### config.mk
export PLATFORM = sky130hd
export DESIGN_NAME = sipo_framer
export DESIGN_NICKNAME = d
export VERILOG_FILES = /design/src/rtl/sipo_pkg.sv /design/src/rtl/sipo_shift_core.sv /design/src/rtl/sipo_framer.sv
export SDC_FILE = /design/constraint.sdc
export NUM_CORES = 1
export LEC_CHECK = 0
export ABC_AREA = 1
export CAP_MARGIN = 20
export CORE_MARGIN = 2
export CORE_UTILIZATION = 54
export CTS_BUF_LIST = sky130_fd_sc_hd__clkbuf_4
export CTS_CLUSTER_DIAMETER = 30
export DETAILED_ROUTE_END_ITERATION = 10
export GPL_ROUTABILITY_DRIVEN = 0
export GPL_TIMING_DRIVEN = 0
export HOLD_SLACK_MARGIN = 0.1
export PLACE_DENSITY = 0.92
export SETUP_SLACK_MARGIN = 0.15
export SYNTH_ARGS = -nofsm -noshare
export SYNTH_HDL_FRONTEND = slang
export SYNTH_SLANG_ARGS = --single-unit
### constraint.sdc
create_clock -name clk -period 3.21 [get_ports clk]
set_clock_uncertainty 0.05 [all_clocks]
set_input_delay 0.8025 -clock clk [delete_from_list [all_inputs] [get_ports clk]]
set_output_delay 0.8025 -clock clk [all_outputs]
set_load 0.02 [all_outputs]
### src/rtl/sipo_pkg.sv
`default_nettype none
// ============================================================================
// Module      : sipo_pkg
// Description : Shared constants, bit-order enum and counter-width helper
//               for the sipo_framer deserialiser.
// Revision    : 1.0 - initial release
// ============================================================================
package sipo_pkg;

    localparam int SIPO_WIDTH_DEF = 8;
    localparam int SIPO_CNT_W_DEF = 8;

    // Which end of the parallel word the first received bit lands in
    typedef enum logic {
        ORDER_MSB_FIRST = 1'b0,
        ORDER_LSB_FIRST = 1'b1
    } bit_order_e;

    // Width needed to count 0..width accumulated bits
    function automatic int sipo_bcnt_w(input int width);
        return $clog2(width + 1);
    endfunction

endpackage
`default_nettype wire

### src/rtl/sipo_shift_core.sv
`default_nettype none
// ============================================================================
// Module      : sipo_shift_core
// Description : Shift register and bit counter. Raises a combinational done
//               pulse in the cycle the last bit is sampled, with the fully
//               assembled word alongside it.
// Revision    : 1.0 - initial release
// ============================================================================
module sipo_shift_core
    import sipo_pkg::*;
#(
    parameter int         WIDTH  = SIPO_WIDTH_DEF,
    parameter bit_order_e ORDER  = ORDER_LSB_FIRST,
    localparam int        BCNT_W = sipo_bcnt_w(WIDTH)
) (
    input  logic              clk,
    input  logic              reset,
    input  logic              a,
    input  logic              shift,
    input  logic              sync,
    output logic [BCNT_W-1:0] bit_cnt,
    output logic              done,
    output logic [WIDTH-1:0]  word
);

    localparam logic [BCNT_W-1:0] c_last_bit = BCNT_W'(WIDTH - 1);

    logic [WIDTH-1:0]  r_sr;
    logic [BCNT_W-1:0] r_cnt;
    logic [WIDTH-1:0]  w_base;
    logic [WIDTH-1:0]  w_next;

    // A sync throws away the partial word before the new bit is inserted
    assign w_base = sync ? '0 : r_sr;

    generate
        if (ORDER == ORDER_LSB_FIRST) begin : g_lsb_first
            assign w_next = {a, w_base[WIDTH-1:1]};
        end else begin : g_msb_first
            assign w_next = {w_base[WIDTH-2:0], a};
        end
    endgenerate

    // sync restarts framing, so it can never complete a word
    assign done    = shift && !sync && (r_cnt == c_last_bit);
    assign word    = w_next;
    assign bit_cnt = r_cnt;

    // Shift register and bit counter update
    always_ff @(posedge clk) begin
        if (!reset) begin
            r_sr  <= '0;
            r_cnt <= '0;
        end else begin
            if (shift) begin
                r_sr <= w_next;
            end else if (sync) begin
                r_sr <= '0;
            end

            if (sync) begin
                r_cnt <= shift ? BCNT_W'(1) : '0;
            end else if (shift) begin
                r_cnt <= done ? '0 : r_cnt + BCNT_W'(1);
            end
        end
    end

endmodule
`default_nettype wire

### src/rtl/sipo_framer.sv
`default_nettype none
// ============================================================================
// Module      : sipo_framer
// Description : Parametrised serial-in/parallel-out framer with valid/ready
//               output, sticky overrun flag and wrapping word counter.
// Revision    : 1.0 - initial release
// ============================================================================
module sipo_framer
    import sipo_pkg::*;
#(
    parameter int  WIDTH     = SIPO_WIDTH_DEF,
    parameter int  LSB_FIRST = 1,
    parameter int  CNT_W     = SIPO_CNT_W_DEF,
    localparam int BCNT_W    = sipo_bcnt_w(WIDTH)
) (
    input  logic              clk,
    input  logic              reset,
    input  logic              a,
    input  logic              shift,
    input  logic              sync,
    output logic [WIDTH-1:0]  out_data,
    output logic              out_valid,
    input  logic              out_ready,
    output logic [BCNT_W-1:0] bit_cnt,
    output logic [CNT_W-1:0]  word_cnt,
    output logic              overrun,
    input  logic              clr_ovr
);

    localparam bit_order_e c_order = (LSB_FIRST != 0) ? ORDER_LSB_FIRST : ORDER_MSB_FIRST;

    logic             w_done;
    logic [WIDTH-1:0] w_word;
    logic             w_xfer;
    logic             w_drop;

    logic [WIDTH-1:0] r_data;
    logic             r_valid;
    logic [CNT_W-1:0] r_wcnt;
    logic             r_ovr;

    sipo_shift_core #(
        .WIDTH (WIDTH),
        .ORDER (c_order)
    ) u_core (
        .clk     (clk),
        .reset   (reset),
        .a       (a),
        .shift   (shift),
        .sync    (sync),
        .bit_cnt (bit_cnt),
        .done    (w_done),
        .word    (w_word)
    );

    assign w_xfer = r_valid && out_ready;
    // A word completing while the previous one is still stuck is lost
    assign w_drop = w_done && r_valid && !out_ready;

    // Output register, handshake, overrun flag and delivered-word counter
    always_ff @(posedge clk) begin
        if (!reset) begin
            r_data  <= '0;
            r_valid <= 1'b0;
            r_wcnt  <= '0;
            r_ovr   <= 1'b0;
        end else begin
            if (w_xfer) begin
                r_wcnt <= r_wcnt + CNT_W'(1);
            end

            if (w_done && !w_drop) begin
                r_data  <= w_word;
                r_valid <= 1'b1;
            end else if (w_xfer) begin
                r_valid <= 1'b0;
            end

            if (w_drop) begin
                r_ovr <= 1'b1;
            end else if (clr_ovr) begin
                r_ovr <= 1'b0;
            end
        end
    end

    assign out_data  = r_data;
    assign out_valid = r_valid;
    assign word_cnt  = r_wcnt;
    assign overrun   = r_ovr;

endmodule
`default_nettype wire
==> load_flow_metrics.sql, run 1 <==
INSERT INTO impl_metrics (metric_group, metric, value, unit) VALUES
('global_routing', 'grt_pass1_wl', '4280', 'um'),
('yosys', 'netlist_top_cells_count', 'sky130_fd_sc_hd__nand2_1 (51), sky130_fd_sc_hd__nor2_1 (34), sky130_fd_sc_hd__inv_1 (33), sky130_fd_sc_hd__dfxtp_1 (29), sky130_fd_sc_hd__a21oi_1 (16)', ''),
('place', 'post_dp_cell_area', '1610', 'um2'),
('detailed_routing', 'routedWlPerCell', '10.2', 'um'),
('clock_tree', 'clock-sinks', '29', ''),
('clock_tree', 'clock_path_buffers', '2', ''),
('hold_path', 'timing.hold.worst_path_depth', '2', ''),
('finish', 'layout.cell_area.non_filler', '1670', 'um2'),
('detailed_routing', 'violation_count_after_the_first_detailed_routing_iteration', '34', ''),
('clock_tree', 'htree_levels', '2', ''),
('timing', 'timing.fmax', '439', 'MHz'),
('hold_path', 'hp-class', 'reg -> reg', ''),
('detailed_routing', 'detail-route-antenna-nets', '0', ''),
('worst_setup_path', 'worstPathRequired', '2.36', 'ns'),
('timing', 'worst_pin_slew', '0.329', 'ns'),
('finish', 'drive_above_1_share', '0.0652', ''),
('detailed_routing', 'drt-vias-per-instance', '4.91', ''),
('worst_setup_path', 'path_delay_family', 'buffers and inverters', ''),
('finish', 'syn2layout_area_growth', '28.9', '%'),
('place', 'dpl.cell_count', '250', ''),
('global_routing', 'grt_util_all_layers', '0.219', ''),
('yosys', 'synthArstFlopShare', '0', ''),
('detailed_routing', 'num_vias', '1268', ''),
('clock_tree', 'post-cts-setup-buffer-count', '0', ''),
('clock_tree', 'cts-root-buf', 'sky130_fd_sc_hd__clkbuf_4', ''),
('timing', 'final_worst_setup_slack', '0.933', 'ns'),
('floorplan', 'start_util', '0.581', ''),
('finish', 'instances_no_fill', '258', ''),
('timing', 'final_min_period_over_clock_period', '0.709', ''),
('finish', 'layout.area.seq', '581', 'um2'),
('global_routing', 'grt_start_max_net_pins', '11', ''),
('yosys', 'synth_fp_nets', '203', ''),
('global_routing', 'grt_antenna_before_repair', '0', ''),
('detailed_routing', 'drt-total-wl', '2630', 'um'),
('global_routing', 'grt_overflow_total', '0', ''),
('worst_setup_path', 'reg2reg_to', 'out_data[6]$_SDFFE_PN0P_', ''),
('floorplan', 'rows', '17', ''),
('worst_setup_path', 'cp.buffers_inverters', '1', ''),
('finish', 'filler_instances', '188', ''),
('timing', 'layout_min_cycle_time', '2.28', 'ns'),
('timing', 'slew_headroom', '0.780', ''),
('detailed_routing', 'number_of_iterations_in_the_first_detailed_routing_pass', '5', ''),
('yosys', 'synth.yosys.warnings', '0', ''),
('yosys', 'synth.distinct_cells', '18', ''),
('timing', 'timing.final.hold_violations', '0', ''),
('clock_tree', 'cts_resized', '0', ''),
('power', 'power_density', '386', 'nW/um2'),
('outcome', 'outcome', 'finished clean', ''),
('yosys', 'seq_area_frac_synth', '0.447', ''),
('yosys', 'ys_ff_latch', '29', ''),
('yosys', 'synth_edf_count', '0', ''),
('hold_path', 'hold-path-endpoint', 'word_cnt[6]$_SDFFE_PN0P_', ''),
('timing', 'setup-tns-final', '0', 'ns'),
('clock_tree', 'clock_insertion_delay_worst_skew', '0.33', 'ns'),
('worst_setup_path', 'length_in_cells_of_the_worst_reg_to_reg_path', '8', ''),
('floorplan', 'die_area', '2810', 'um2'),
('worst_setup_path', 'timing.critical_path.arrival', '1.42', 'ns'),
('clock_tree', 'numCtsBuffers', '5', ''),
('run', 'cap_viol_max_count', '0', ''),
('place', 'buffer_ports.inserted', '28', ''),
('yosys', 'postSynthCellCount', '194', ''),
('floorplan', 'boundaryPins', '29', ''),
('yosys', 'post-synth-top-area-cell', 'sky130_fd_sc_hd__dfxtp_1', ''),
('worst_setup_path', 'cpMaxStageDelayCell', 'sky130_fd_sc_hd__clkdlybuf4s50_1', ''),
('worst_setup_path', 'category_of_the_critical_setup_timing_path', 'reg -> out', ''),
('yosys', 'synth_top_cell_area_share', '0.447', ''),
('timing', 'rsz0062_at_grt', 'no', ''),
('yosys', 'top_cells_by_area_synth', 'sky130_fd_sc_hd__dfxtp_1 (45%), sky130_fd_sc_hd__nand2_1 (15%), sky130_fd_sc_hd__nor2_1 (9.8%)', ''),
('worst_setup_path', 'cpPeakStageDelay', '0.65', 'ns'),
('floorplan', 'fp.dieH', '53.0', 'um'),
('clock_tree', 'cts_hold_repair.buffers', '0', '');
kinds of logic after synthesis:
family | after synthesis | synth area share
adders and majority gates | 2 | 0.0193
AOI/OAI and AO/OA | 26 | 0.104
buffers and inverters | 38 | 0.118
and+or+nand+nor | 99 | 0.311
DFF | 29 | 0.447
sequential cells by signal, indices dropped and copies added (netlist names):
register,cells
word_cnt,8
overrun,1
out_data,8
u_core.bit_cnt,4
out_valid,1
u_core.r_sr,7
power by group:
group | switching [mW] | total, mW | internal, mW
clock network | 0.125 | 0.237 | 0.112
logic | 0.0243 | 0.0407 | 0.0164
registers | 0.00301 | 0.367 | 0.364
total | 0.152 | 0.645 | 0.493
worst max path at each step:
stage,startpoint,endpoint,depth (start not counted)
after floorplan,sync,out_data[1]$_SDFFE_PN0P_,8
after global placement,sync,out_data[3]$_SDFFE_PN0P_,9
after detailed placement,sync,out_data[3]$_SDFFE_PN0P_,9
after CTS,u_core.bit_cnt[2]$_SDFFE_PN0P_,bit_cnt[2],1
after global routing,u_core.bit_cnt[2]$_SDFFE_PN0P_,bit_cnt[2],1
final,u_core.bit_cnt[2]$_SDFFE_PN0P_,bit_cnt[2],1
per-stage QoR:
stage	total power [mW]	hold slack, ns
after floorplan	0.397	0.390
after global placement	0.415	0.403
after detailed placement	0.416	0.404
after CTS	0.644	0.418
after global routing	0.667	0.442
final	0.645	0.418
layout make-up:
| cell class | instances | share of cell area |
|---|---|---|
| plain buffers | 3 | 0.0127 |
| clock buffers | 8 | 0.0359 |
| inverters | 35 | 0.0785 |
| multi-input cells | 127 | 0.337 |
| flip-flops and latches | 29 | 0.347 |
| well taps | 28 | 0.0209 |
| repair buffers | 28 | 0.168 |
placed cells by master, fill, tap and decap left out:
cell,count
sky130_fd_sc_hd__nand2_1,51
sky130_fd_sc_hd__nor2_1,34
sky130_fd_sc_hd__inv_1,33
sky130_fd_sc_hd__dfxtp_1,29
sky130_fd_sc_hd__clkdlybuf4s50_1,28
sky130_fd_sc_hd__a21oi_1,16
sky130_fd_sc_hd__o21ai_0,8
sky130_fd_sc_hd__clkbuf_4,8
sky130_fd_sc_hd__nand3_1,5
sky130_fd_sc_hd__nand4_1,5
sky130_fd_sc_hd__buf_2,2
sky130_fd_sc_hd__nand2_2,2
sky130_fd_sc_hd__ha_1,2
sky130_fd_sc_hd__nor3_1,1
sky130_fd_sc_hd__clkinv_1,1
sky130_fd_sc_hd__o21a_1,1
sky130_fd_sc_hd__inv_2,1
sky130_fd_sc_hd__nor2_4,1
sky130_fd_sc_hd__buf_6,1
sky130_fd_sc_hd__a211oi_1,1
metal layers:
layer | wire length [um] | global-route usage
met2 | 1160 | 0.325
met5 | 0 | 0
met3 | 157 | 0.0593
met4 | 85 | 0.158
met1 | 1220 | 0.270
worst min-delay path, cell delays in order (launching register included):
cell and delay, ns:
sky130_fd_sc_hd__dfxtp_1 0.33, sky130_fd_sc_hd__inv_1 0.05, sky130_fd_sc_hd__a21oi_1 0.05
Power figures use the tool's default switching activity.
==> inputs of run 2 (changes only) <==
--- a/config.mk
+++ b/config.mk
@@ -8,14 +8,14 @@
 export ABC_AREA = 1
 export CAP_MARGIN = 20
 export CORE_MARGIN = 2
-export CORE_UTILIZATION = 54
+export CORE_UTILIZATION = 46
 export CTS_BUF_LIST = sky130_fd_sc_hd__clkbuf_4
 export CTS_CLUSTER_DIAMETER = 30
 export DETAILED_ROUTE_END_ITERATION = 10
 export GPL_ROUTABILITY_DRIVEN = 0
 export GPL_TIMING_DRIVEN = 0
 export HOLD_SLACK_MARGIN = 0.1
-export PLACE_DENSITY = 0.92
+export PLACE_DENSITY = 0.84
 export SETUP_SLACK_MARGIN = 0.15
 export SYNTH_ARGS = -nofsm -noshare
 export SYNTH_HDL_FRONTEND = slang
==> constraint.sdc (replaced) <==
create_clock -name clk -period 1.99 [get_ports clk]
set_clock_uncertainty 0.05 [all_clocks]
set_input_delay 0.4975 -clock clk [delete_from_list [all_inputs] [get_ports clk]]
set_output_delay 0.4975 -clock clk [all_outputs]
set_load 0.02 [all_outputs]
==> run 2 against run 1 <==
  * Global-route usage fell by 4.5 points
  * First-iteration DRC count fell by 26%
  * Clock power rose by 41%
  * Combinational power rose by 55%
  * Die area rose by 16%
  * Setup slack got worse by 0.65 ns
  * Via count fell by 4.1%
  * Sequential cell count did not move
  * Utilization fell by 13 points
  * Critical path type is now in -> reg
  * Largest power group unchanged
==> load_flow_metrics.sql, run 2 (synthesis gave the netlist of run 1 again) <==
INSERT INTO impl_metrics (metric_group, metric, value, unit) VALUES
('global_routing', 'grt_pass1_vias', '1036', ''),
('hold_path', 'hp-class', 'reg -> reg', ''),
('worst_setup_path', 'critPathCaptureType', 'register', ''),
('power', 'power_density', '592', 'nW/um2'),
('place', 'buffer_ports.inserted', '28', ''),
('detailed_routing', 'violation_count_after_the_first_detailed_routing_iteration', '25', ''),
('floorplan', 'fp.dieH', '57.1', 'um'),
('outcome', 'outcome', 'finished clean', ''),
('detailed_routing', 'drt-vias-per-instance', '4.68', ''),
('worst_setup_path', 'category_of_the_critical_setup_timing_path', 'in -> reg', ''),
('timing', 'slew_headroom', '0.783', ''),
('floorplan', 'boundaryPins', '29', ''),
('power', 'report.power.total', '0.990', 'mW'),
('hold_path', 'timing.hold.worst_path_depth', '2', ''),
('global_routing', 'grt_start_max_net_pins', '11', ''),
('floorplan', 'start_util', '0.479', ''),
('finish', 'filler_instances', '269', ''),
('timing', 'timing.final.hold_violations', '0', ''),
('timing', 'worst_pin_slew', '0.325', 'ns'),
('detailed_routing', 'drc', '0', ''),
('place', 'post_dp_cell_area', '1620', 'um2'),
('detailed_routing', 'detail-route-antenna-nets', '0', ''),
('floorplan', 'rows', '19', ''),
('worst_setup_path', 'timing.critical_path.arrival', '1.89', 'ns'),
('power', 'p_leak', '0.969', 'nW'),
('clock_tree', 'cts-root-buf', 'sky130_fd_sc_hd__clkbuf_4', ''),
('finish', 'instances_no_fill', '260', ''),
('power', 'ir_drop', '417', 'uV'),
('timing', 'layout_min_cycle_time', '1.71', 'ns'),
('detailed_routing', 'number_of_iterations_in_the_first_detailed_routing_pass', '4', ''),
('finish', 'syn2layout_area_growth', '28.8', '%'),
('finish', 'layout.cell_area.non_filler', '1670', 'um2'),
('clock_tree', 'clock_insertion_delay_worst_skew', '0.32', 'ns'),
('timing', 'setup_viol', '0', ''),
('worst_setup_path', 'critPathMaxFanout', '7', ''),
('run', 'cap_viol_max_count', '0', ''),
('clock_tree', 'numCtsBuffers', '5', ''),
('clock_tree', 'post-cts-setup-buffer-count', '0', ''),
('timing', 'final-max-slew-violation-count', '0', ''),
('worst_setup_path', 'r2r_setup_slack', '0.55', 'ns'),
('floorplan', 'die_area', '3260', 'um2'),
('worst_setup_path', 'length_in_cells_of_the_worst_reg_to_reg_path', '8', ''),
('timing', 'rsz0062_at_grt', 'no', ''),
('detailed_routing', 'num_vias', '1216', ''),
('finish', 'antennaDiodeCount', '0', ''),
('finish', 'design.final.nets', '238', ''),
('finish', 'leading_cell_types_in_the_layout_fill_and_taps_excluded', 'sky130_fd_sc_hd__nand2_1 (51), sky130_fd_sc_hd__nor2_1 (34), sky130_fd_sc_hd__inv_1 (33)', ''),
('finish', 'most_common_cell_after_layout_fill_and_taps_aside', 'sky130_fd_sc_hd__nand2_1', ''),
('detailed_routing', 'drt-total-wl', '2530', 'um'),
('clock_tree', 'htree_levels', '2', ''),
('clock_tree', 'clock_path_buffers', '2', ''),
('global_routing', 'grt_antenna_before_repair', '0', ''),
('worst_setup_path', 'crit_path_start_kind', 'input port', ''),
('timing', 'final_min_period_over_clock_period', '0.859', ''),
('worst_setup_path', 'worstPathRequired', '2.17', 'ns'),
('finish', 'drive_above_1_share', '0.0568', ''),
('detailed_routing', 'routedWlPerCell', '9.74', 'um'),
('floorplan', 'dieWidth', '57.1', 'um'),
('place', 'dp_hpwl', '1810', 'um'),
('place', 'dpl.cell_count', '253', ''),
('clock_tree', 'clock_pin_slew_of_the_registers_on_the_worst_case_setup_and_hold_paths', '0.08', 'ns'),
('clock_tree', 'clock-sinks', '29', ''),
('clock_tree', 'tritoncts', 'yes', ''),
('global_routing', 'grt_util_all_layers', '0.173', ''),
('global_routing', 'grt_pass1_wl', '4380', 'um'),
('floorplan', 'floorplan.core_area', '2710', 'um2'),
('timing', 'timing.fmax', '585', 'MHz'),
('global_routing', 'grt_overflow_total', '0', '');
[run 2: worst max-delay path, stage by stage]
cell and delay (ns):
sky130_fd_sc_hd__clkdlybuf4s50_1 0.54, sky130_fd_sc_hd__inv_2 0.14, sky130_fd_sc_hd__nand2_2 0.09, sky130_fd_sc_hd__inv_1 0.15, sky130_fd_sc_hd__nand2_1 0.09, sky130_fd_sc_hd__nor2_1 0.20
sky130_fd_sc_hd__nand2_1 0.08, sky130_fd_sc_hd__nand2_1 0.06, sky130_fd_sc_hd__nor2_1 0.04
[run 2: area by class of cell]
class,instances,area (um2),share of cell area
Buffer,3,21.3,0.0127
Clock buffer,6,45.0,0.0269
Clock inverter,1,3.75,0.00225
Inverter,35,131,0.0786
Multi-Input combinational cell,127,564,0.338
Sequential cell,29,581,0.347
Tap cell,31,38.8,0.0232
Timing Repair Buffer,28,287,0.171
[run 2: where the power goes]
part | internal (mW) | total (mW) | switching [mW]
combinational | 0.0251 | 0.0632 | 0.0382
sequential | 0.588 | 0.592 | 0.00477
clock | 0.142 | 0.335 | 0.193
total | 0.754 | 0.990 | 0.236
[run 2: stage by stage]
stage | setup WS [ns] | util | hold WS [ns] | TNS (ns)
final | 0.280 | 0.617 | 0.411 | 0
after global routing | 0.209 | 0.617 | 0.445 | 0
after CTS | 0.160 | 0.608 | 0.418 | 0
after detailed placement | -0.0494 | 0.596 | 0.406 | -0.124
after global placement | -0.0411 | 0.596 | 0.401 | -0.0904
after floorplan | 0.560 | - | 0.390 | 0
[run 2: timing repair]
action | 4_1_cts | 5_1_grt
setup endpoints to repair | 13 | 9
endpoints found under the hold margin | 0 | 0
gates resized for setup | 13 | 9
hold buffers | 0 | 0
[run 2: path summary, 6_finish.rpt]
path                                    to                           start
setup / recovery  out_data[1]$_SDFFE_PN0P_                            sync
hold / removal        overrun$_SDFFE_PN0P_            overrun$_SDFFE_PN0P_
setup reg to reg  out_data[1]$_SDFFE_PN0P_  u_core.bit_cnt[0]$_SDFFE_PN0P_
hold reg to reg       overrun$_SDFFE_PN0P_            overrun$_SDFFE_PN0P_
[run 2: routing by layer]
| layer | wire, um | track usage |
|---|---|---|
| met1 | 1280 | 0.221 |
| met2 | 1050 | 0.264 |
| met3 | 161 | 0.0680 |
| met4 | 42 | 0.0698 |
| met5 | 0 | 0 |
==> inputs of run 3 (changes only) <==
==> constraint.sdc (replaced) <==
create_clock -name clk -period 1.4 [get_ports clk]
set_clock_uncertainty 0.05 [all_clocks]
set_input_delay 0.35 -clock clk [delete_from_list [all_inputs] [get_ports clk]]
set_output_delay 0.35 -clock clk [all_outputs]
set_load 0.02 [all_outputs]
==> run 3 against run 2 <==
  * Total power is 43% higher
  * Largest power group unchanged
  * Hold slack worse by 0.085 ns
  * Combinational power is 72% higher
  * Sequential cell count stayed put
  * Register-to-register slack worse by 0.45 ns
==> load_flow_metrics.sql, run 3 (synthesis gave the netlist of run 1 again) <==
INSERT INTO impl_metrics (metric_group, metric, value, unit) VALUES
('outcome', 'outcome', 'finished clean', ''),
('timing', 'final_min_period_over_clock_period', '0.949', ''),
('detailed_routing', 'num_vias', '1361', ''),
('hold_path', 'timing.hold.worst_path_depth', '3', ''),
('detailed_routing', 'detail-route-antenna-nets', '0', ''),
('clock_tree', 'tritoncts', 'yes', ''),
('detailed_routing', 'routedWlPerCell', '11.0', 'um'),
('timing', 'final-max-slew-violation-count', '0', ''),
('clock_tree', 'clock-sinks', '29', ''),
('hold_path', 'hp-class', 'in -> reg', ''),
('power', 'p_leak', '0.917', 'nW'),
('place', 'buffer_ports.inserted', '28', ''),
('power', 'ir_drop', '921', 'uV'),
('timing', 'final_worst_setup_slack', '0.0712', 'ns'),
('clock_tree', 'cts_hold_repair.buffers', '0', ''),
('worst_setup_path', 'r2r_setup_slack', '0.10', 'ns'),
('power', 'power_density', '736', 'nW/um2'),
('timing', 'setup_viol', '0', ''),
('timing', 'timing.final.hold_violations', '0', ''),
('global_routing', 'grt_util_all_layers', '0.194', ''),
('timing', 'layout_min_cycle_time', '1.33', 'ns'),
('worst_setup_path', 'timing.critical_path.arrival', '0.93', 'ns'),
('place', 'place_ws', '-0.512', 'ns'),
('floorplan', 'start_util', '0.479', ''),
('clock_tree', 'clock_pin_slew_of_the_registers_on_the_worst_case_setup_and_hold_paths', '0.09', 'ns'),
('timing', 'timing.fmax', '753', 'MHz'),
('finish', 'most_common_cell_after_layout_fill_and_taps_aside', 'sky130_fd_sc_hd__nand2_1', ''),
('power', 'report.power.total', '1.42', 'mW'),
('detailed_routing', 'drt-total-wl', '3090', 'um'),
('place', 'dp_hpwl', '1930', 'um'),
('timing', 'worst_pin_slew', '0.334', 'ns'),
('global_routing', 'grt_start_max_net_pins', '11', ''),
('finish', 'syn2layout_area_growth', '48.4', '%'),
('worst_setup_path', 'category_of_the_critical_setup_timing_path', 'reg -> out', ''),
('finish', 'layout.cell_area.non_filler', '1930', 'um2'),
('finish', 'antennaDiodeCount', '0', ''),
('worst_setup_path', 'critPathMaxFanout', '3', ''),
('global_routing', 'grt_antenna_before_repair', '0', ''),
('clock_tree', 'clock_path_buffers', '2', ''),
('floorplan', 'boundaryPins', '29', ''),
('timing', 'rsz0062_at_grt', 'yes', ''),
('floorplan', 'rows', '19', ''),
('finish', 'leading_cell_types_in_the_layout_fill_and_taps_excluded', 'sky130_fd_sc_hd__nand2_1 (43), sky130_fd_sc_hd__inv_1 (31), sky130_fd_sc_hd__buf_4 (29)', ''),
('worst_setup_path', 'critPathCaptureType', 'output port', ''),
('clock_tree', 'cts-root-buf', 'sky130_fd_sc_hd__clkbuf_4', ''),
('finish', 'drive_above_1_share', '0.365', ''),
('clock_tree', 'htree_levels', '2', ''),
('global_routing', 'grt_pass1_wl', '4930', 'um'),
('floorplan', 'die_area', '3260', 'um2'),
('detailed_routing', 'violation_count_after_the_first_detailed_routing_iteration', '32', ''),
('detailed_routing', 'drt-vias-per-instance', '4.86', ''),
('floorplan', 'fp.dieH', '57.1', 'um'),
('clock_tree', 'numCtsBuffers', '5', ''),
('floorplan', 'floorplan.core_area', '2710', 'um2'),
('worst_setup_path', 'worstPathRequired', '1.00', 'ns'),
('worst_setup_path', 'length_in_cells_of_the_worst_reg_to_reg_path', '8', ''),
('global_routing', 'grt_overflow_total', '0', ''),
('timing', 'setup-tns-final', '0', 'ns'),
('clock_tree', 'clock_insertion_delay_worst_skew', '0.33', 'ns'),
('floorplan', 'dieWidth', '57.1', 'um'),
('timing', 'slew_headroom', '0.777', ''),
('worst_setup_path', 'crit_path_start_kind', 'register', ''),
('detailed_routing', 'number_of_iterations_in_the_first_detailed_routing_pass', '4', ''),
('global_routing', 'grt_pass1_vias', '1172', ''),
('run', 'cap_viol_max_count', '0', ''),
('finish', 'design.final.nets', '258', ''),
('place', 'post_dp_cell_area', '1640', 'um2'),
('detailed_routing', 'drc', '0', '');
run 3: repair_timing:
item,in CTS,in global routing
buffers inserted,13,6
pin swaps,6,9
gates cloned,0,1
resized for setup,123,43
hold endpoints to repair,0,0
setup endpoints to repair,40,34
run 3: area by class of cell:
class                           instances  area [um2]
Inverter                               35         134
Fill cell                             218         785
Buffer                                  3        21.3
Multi-Input combinational cell        127         644
Sequential cell                        29         621
Clock inverter                          1        3.75
Timing Repair Buffer                   48         418
Clock buffer                            6        45.0
Tap cell                               31        38.8
run 3: final timing paths:
| path | start | end |
|---|---|---|
| worst max-delay path | u_core.bit_cnt[0]$_SDFFE_PN0P_ | bit_cnt[0] |
| worst min-delay path | out_ready | word_cnt[1]$_SDFFE_PN0P_ |
| worst max register to register | u_core.bit_cnt[0]$_SDFFE_PN0P_ | out_data[2]$_SDFFE_PN0P_ |
| worst min register to register | word_cnt[6]$_SDFFE_PN0P_ | word_cnt[6]$_SDFFE_PN0P_ |
run 3: metal layers:
layer	vias up	GRT usage	part of all wire
met5	-	0	0
met4	0	0.0797	0.014
met3	6	0.0726	0.044
met2	34	0.291	0.46
met1	617	0.253	0.48
li1	704	-	-
run 3: worst max-delay path, cell delays in order, from the launching register on:
cell and delay [ns]:
sky130_fd_sc_hd__dfxtp_4 0.37, sky130_fd_sc_hd__buf_6 0.11, sky130_fd_sc_hd__buf_6 0.12
run 3: metrics by stage:
| stage | cells | hold slack [ns] | utilization |
|---|---|---|---|
| detailed placement | 253 | 0.406 | 0.607 |
| global placement | 253 | 0.402 | 0.607 |
| global route | 280 | 0.310 | 0.711 |
| CTS | 273 | 0.417 | 0.647 |
| floorplan | 194 | 0.390 | - |
| finish | 280 | 0.326 | 0.711 |
run 3: where the power goes:
| group | total, mW | switching (mW) | internal [mW] |
|---|---|---|---|
| Sequential | 0.830 | 0.00817 | 0.822 |
| Combinational | 0.109 | 0.0625 | 0.0461 |
| Clock | 0.479 | 0.278 | 0.201 |
| Total | 1.42 | 0.349 | 1.07 |
